--- config.mk ---
export PLATFORM = sky130hd
export DESIGN_NAME = dds_sweep_controller
export DESIGN_NICKNAME = d
export VERILOG_FILES = /design/src/rtl/dds_sweep_controller.sv
export SDC_FILE = /design/constraint.sdc
export NUM_CORES = 1
export LEC_CHECK = 0
export ABC_AREA = 0
export ABC_CLOCK_PERIOD_IN_PS = 3900
export CAP_MARGIN = 10
export CORE_MARGIN = 2
export CORE_UTILIZATION = 30
export DETAILED_ROUTE_END_ITERATION = 8
export GPL_TIMING_DRIVEN = 0
export HOLD_SLACK_MARGIN = 0.1
export PLACE_DENSITY = 0.54
export SKIP_LAST_GASP = 1
export SLEW_MARGIN = 25
export SYNTH_ARGS = -nofsm -noshare
export SYNTH_HDL_FRONTEND = slang
export SYNTH_SLANG_ARGS = --single-unit
export TNS_END_PERCENT = 20
--- constraint.sdc ---
create_clock -name clock -period 3.9 [get_ports clock]
set_input_delay 0.78 -clock clock [delete_from_list [all_inputs] [get_ports clock]]
set_output_delay 0.78 -clock clock [all_outputs]
set_load 0.05 [all_outputs]
--- src/rtl/dds_sweep_controller.sv ---
// Frequency-sweep scheduler for the DDS: steps the phase-accumulator tuning word
// from a start word toward a stop word, holding each word for a programmed dwell.
module dds_sweep_controller #(
  parameter int PHASE_W = 10,
  parameter int DWELL_W = 16
) (
  input  logic               clock,
  input  logic               reset,
  input  logic               cfg_valid,
  output logic               cfg_ready,
  input  logic [PHASE_W-1:0] cfg_start,
  input  logic [PHASE_W-1:0] cfg_stop,
  input  logic [PHASE_W-1:0] cfg_step,
  input  logic [DWELL_W-1:0] cfg_dwell,
  input  logic               cfg_repeat,
  input  logic               start,
  input  logic               abort,
  output logic [PHASE_W-1:0] tuning_word,
  output logic               acc_enable,
  output logic               busy,
  output logic               sweep_done,
  output logic               cfg_error
);

  typedef enum logic [0:0] {IDLE, DWELL} state_t;

  state_t state, state_nxt;

  logic [PHASE_W-1:0] start_reg, start_reg_nxt;
  logic [PHASE_W-1:0] stop_reg,  stop_reg_nxt;
  logic [PHASE_W-1:0] step_reg,  step_reg_nxt;
  logic [DWELL_W-1:0] dwell_reg, dwell_reg_nxt;
  logic               repeat_reg, repeat_reg_nxt;
  logic               configured, configured_nxt;
  logic [DWELL_W-1:0] dwell_cnt, dwell_cnt_nxt;
  logic [PHASE_W-1:0] tuning_word_nxt;
  logic               acc_enable_nxt, busy_nxt, sweep_done_nxt, cfg_error_nxt;

  // The extra MSB catches accumulator wrap so a sweep can never fold back to a low word.
  logic [PHASE_W:0]   next_word;
  logic               next_fits;

  assign next_word = {1'b0, tuning_word} + {1'b0, step_reg};
  assign next_fits = !next_word[PHASE_W] && (next_word[PHASE_W-1:0] <= stop_reg);

  assign cfg_ready = (state == IDLE);

  // NOTE: registers only take non-blocking assignments so every flop samples
  // pre-edge values, independent of the order the simulator evaluates blocks.
  always_ff @(posedge clock or negedge reset) begin
    if (!reset) begin
      state       <= IDLE;
      start_reg   <= '0;
      stop_reg    <= '0;
      step_reg    <= '0;
      dwell_reg   <= '0;
      repeat_reg  <= 1'b0;
      configured  <= 1'b0;
      dwell_cnt   <= '0;
      tuning_word <= '0;
      acc_enable  <= 1'b0;
      busy        <= 1'b0;
      sweep_done  <= 1'b0;
      cfg_error   <= 1'b0;
    end else begin
      state       <= state_nxt;
      start_reg   <= start_reg_nxt;
      stop_reg    <= stop_reg_nxt;
      step_reg    <= step_reg_nxt;
      dwell_reg   <= dwell_reg_nxt;
      repeat_reg  <= repeat_reg_nxt;
      configured  <= configured_nxt;
      dwell_cnt   <= dwell_cnt_nxt;
      tuning_word <= tuning_word_nxt;
      acc_enable  <= acc_enable_nxt;
      busy        <= busy_nxt;
      sweep_done  <= sweep_done_nxt;
      cfg_error   <= cfg_error_nxt;
    end
  end

  always_comb begin
    // NOTE: every target gets a hold/default value first, so no path through the
    // case below leaves a signal unassigned and no latch is inferred.
    state_nxt       = state;
    start_reg_nxt   = start_reg;
    stop_reg_nxt    = stop_reg;
    step_reg_nxt    = step_reg;
    dwell_reg_nxt   = dwell_reg;
    repeat_reg_nxt  = repeat_reg;
    configured_nxt  = configured;
    dwell_cnt_nxt   = dwell_cnt;
    tuning_word_nxt = tuning_word;
    acc_enable_nxt  = acc_enable;
    busy_nxt        = busy;
    sweep_done_nxt  = 1'b0;
    cfg_error_nxt   = cfg_error;

    case (state)
      IDLE: begin
        acc_enable_nxt = 1'b0;
        busy_nxt       = 1'b0;
        if (cfg_valid) begin
          // A configuration transfer wins over a simultaneous start.
          start_reg_nxt  = cfg_start;
          stop_reg_nxt   = cfg_stop;
          step_reg_nxt   = cfg_step;
          dwell_reg_nxt  = cfg_dwell;
          repeat_reg_nxt = cfg_repeat;
          if (cfg_step == '0 || cfg_start > cfg_stop) begin
            cfg_error_nxt  = 1'b1;
            configured_nxt = 1'b0;
          end else begin
            cfg_error_nxt  = 1'b0;
            configured_nxt = 1'b1;
          end
        end else if (start && configured) begin
          state_nxt       = DWELL;
          tuning_word_nxt = start_reg;
          dwell_cnt_nxt   = dwell_reg;
          acc_enable_nxt  = 1'b1;
          busy_nxt        = 1'b1;
        end
      end

      DWELL: begin
        if (abort) begin
          state_nxt      = IDLE;
          acc_enable_nxt = 1'b0;
          busy_nxt       = 1'b0;
        end else if (dwell_cnt != '0) begin
          dwell_cnt_nxt = dwell_cnt - 1'b1;
        end else if (next_fits) begin
          tuning_word_nxt = next_word[PHASE_W-1:0];
          dwell_cnt_nxt   = dwell_reg;
        end else begin
          sweep_done_nxt = 1'b1;
          if (repeat_reg) begin
            tuning_word_nxt = start_reg;
            dwell_cnt_nxt   = dwell_reg;
          end else begin
            state_nxt      = IDLE;
            acc_enable_nxt = 1'b0;
            busy_nxt       = 1'b0;
          end
        end
      end

      default: state_nxt = IDLE;
    endcase
  end

endmodule

==> impl_results.md, run 1 <==
- Lkg Pwr: 2.71 nW
- GP Congestion: 0.841
- Max stage delay cell, worst path: dfrtp_2
- # clock sinks: 78
- Initial antenna violation count: 0
- Final non-filler cell total: 774
- DR WL/cell: 16.5 um
- Max Clk Rate: 265 MHz
- Cell Pwr Density: 859 mW/mm^2
- Initial Util: 30.8%
- Crit path max fanout: 5
- Layout cells sized above 1: 13.4%
- Setup CP Type: register to register
- Post-layout minimum cycle time: 3.77 ns
- EDFF count, synth: 0
- #FFs+latches synth: 78
- YS warnings: 0
- Worst path required time: 4.12 ns
- Final setup vio count: 0
- Clock Path Buffers: 2
- Die area: 0.0160 sq mm
- Clock Skew: 0.00797 ns
- Vias: 3,929
- Vias per cell: 5.08
- Post-placement cell count: 752
- Asr flop ratio synth: 100%
- Global Route Usage Sum: 16.2%
- Main synth FF type: dfrtp_1
- Largest net degree at the start of global routing: 41
- CTS root buf: clkbuf_16
- Starting DRC count in detailed routing: 303
- Drt total wl: 12.8 mm
- Crit-path max cell delay: 0.43 ns
- Type of origin of the critical path: register
- CP Capture Type: register
- Core ar.: 0.0146 sq mm
- Commonest non-fill, non-tap cells in the layout: nand2_1, dfrtp_1, clkdlybuf4s50_1
- Skew-Pair Late Insertion Delay: 0.34 ns
- Final Net Count: 670
- CP Cell Sequence: ha_4 -> inv_2 -> fa_2 -> nor2b_4 -> o31a_1 -> nor2_2 -> o21ai_2 -> xor2_2 -> ha_1 -> nand4_1 -> nor3b_2 -> nor3_2 -> o211ai_1 -> buf_4 -> mux2_2 -> mux2_4
- Netlist Area Pre-Place: 0.00451 sq mm
- Outcome: finished, final reports clean
- Die X: 127 um
- Register area share after synthesis: 43.2%
- Routed Antenna Nets: 0
- Synthesized area per cell: 9.01 sq um
- Die height: 127 um
- Area Overhead vs Synth: 31.0%
- Syn Inst Count: 501
- CTS Buf Count: 9
- Worst vdd ir: 0.000474 V
- H-tree depth: 3
- # diodes: 0
- Cell variety after synth: 54
- Post-DP HPWL: 9.39 mm
- CTS tree: yes
- Mapped Nets: 586
- Hold_ws: 0.420 ns
- Worst EP arrival: 3.99 ns
- FP Rows: 44
- Worst-margin pin slew: 0.599 ns
- Total iterations of the first detailed-routing run: 4
- Final Hold Viols: 0
- Max Slew Vio Count: 0
- First-pass GRT wire length: 20.6 mm
- CTS Hold Bufs: 0
- I/O Buffers: 66
- Number of max-cap violations: 0
- Residual DRC count: 0
- Filler cell count: 1,478
- Io pins: 67
- Commonest non-fill, non-tap cell in the layout: nand2_1
- GRT overflow: 0
- Clk slew on worst S/H paths: 0.06 ns
- RSZ-0062 raised after global routing: true
- Vias in the first global route: 4,014
- Tcrit/Tclk final: 96.8%
- Worst hold path type: primary input to asynchronous set/reset pin
- Worst slew margin: 60.1%
-- what timing repair did --
| action | 4_1_cts | 5_1_grt |
|---|---|---|
| pin swaps | 1 | 11 |
| cloned | 0 | 1 |
| setup endpoints to repair | 9 | 28 |
| buffers inserted | 1 | 4 |
| gates resized for setup | 0 | 23 |
-- synthesized netlist by cell type, types with 3 or more instances --
| library cell | instances | area (sq um) |
|---|---|---|
| o211ai_1 | 5 | 37.5 |
| nor3_1 | 15 | 75.1 |
| buf_2 | 4 | 20.0 |
| clkbuf_1 | 11 | 41.3 |
| o311ai_0 | 3 | 26.3 |
| dfrtp_1 | 78 | 1950 |
| a21oi_1 | 20 | 100 |
| o21a_1 | 3 | 22.5 |
| o221ai_1 | 11 | 96.3 |
| o21ai_0 | 15 | 75.1 |
| nor2b_1 | 6 | 37.5 |
| nand2_1 | 145 | 544 |
| or4_4 | 3 | 33.8 |
| mux2i_1 | 3 | 30.0 |
| nor4_1 | 4 | 25.0 |
| a21o_1 | 3 | 22.5 |
| inv_1 | 32 | 120 |
| xnor2_1 | 7 | 61.3 |
| or3_1 | 6 | 37.5 |
| a31oi_1 | 4 | 25.0 |
| nand3_1 | 11 | 55.1 |
| mux2_2 | 9 | 101 |
| ha_1 | 32 | 400 |
| nand4_1 | 6 | 37.5 |
| mux2_4 | 9 | 135 |
| nor2_1 | 20 | 75.1 |
-- worst max-delay path: cells and delay by family (launching register included) --
family | cells | cell delay, ns
simple gates | 5 | 0.76
fa+ha+maj | 3 | 0.73
compound gates | 3 | 0.68
mux | 2 | 0.62
flops | 1 | 0.43
buf+inv | 2 | 0.28
xor+xnor | 1 | 0.17
-- stage by stage --
| step | util, % | total power (W) | cell area (sq um) | TNS (ns) | worst slack [ns] |
|---|---|---|---|---|---|
| floorplan | - | 0.00315 | 4520 | 0 | 0.0749 |
| detailed placement | 37.0 | 0.00385 | 5430 | -1.87 | -0.224 |
| finish | 40.4 | 0.00508 | 5910 | 0 | 0.125 |
| global route | 40.4 | 0.00544 | 5910 | -0.411 | -0.0698 |
| global placement | 36.9 | 0.00378 | 5410 | -66.38 | -1.13 |
| CTS | 39.5 | 0.00488 | 5790 | 0 | 0.00881 |
-- power by group --
group | total [W] | switching, W | internal (W)
clock network | 0.000999 | 0.000351 | 0.000649
registers | 0.00140 | 0.000268 | 0.00113
logic | 0.00268 | 0.00150 | 0.00118
total | 0.00508 | 0.00212 | 0.00296
-- layer usage --
layer / wire length, um / global-route usage, %
met5: 0 / 0
met4: 248 / 5.62
met3: 581 / 2.95
met2: 6340 / 27.9
met1: 5620 / 20.4
-- worst paths after layout --
kind	startpoint	end	slack, ns	depth (start not counted)
worst max-delay path	tuning_word[0]$_DFFE_PN0P_	tuning_word[5]$_DFFE_PN0P_	0.13	16
worst min-delay path	reset	dwell_reg[9]$_DFFE_PN0P_	0.42	1
worst max register to register	tuning_word[0]$_DFFE_PN0P_	tuning_word[5]$_DFFE_PN0P_	0.13	16
worst min register to register	start_reg[4]$_DFFE_PN0P_	start_reg[4]$_DFFE_PN0P_	0.48	2
max in group asynchronous	reset	tuning_word[0]$_DFFE_PN0P_	2.87	2
min in group clock	start_reg[4]$_DFFE_PN0P_	start_reg[4]$_DFFE_PN0P_	0.48	2
-- area by class of cell --
class	count	area, sq um	area share [%]
Inverter	32	120	2.03
Clock inverter	6	116	1.97
Timing Repair Buffer	73	723	12.2
Sequential cell	78	1950	33.1
Buffer	21	115	1.95
Clock buffer	10	239	4.04
Multi-Input combinational cell	370	2410	40.8
Tap cell	184	230	3.89
-- logic make-up after synthesis --
group / count (synthesis) / synth area share (%)
xor gates and xnor gates: 8 / 1.55
muxes: 21 / 5.90
and+or+nand+nor: 224 / 21.6
buffers and inverters: 53 / 5.21
AOI/OAI and AO/OA: 84 / 13.1
adders and majority gates: 33 / 9.31
DFF: 78 / 43.2
Power figures use the tool's default switching activity.
==> inputs of run 2 (changes only) <==
TNS_END_PERCENT = 1   (was 20)
==> results of run 2 <==
The final DEF is identical to that of run 1; final timing and power are the same.
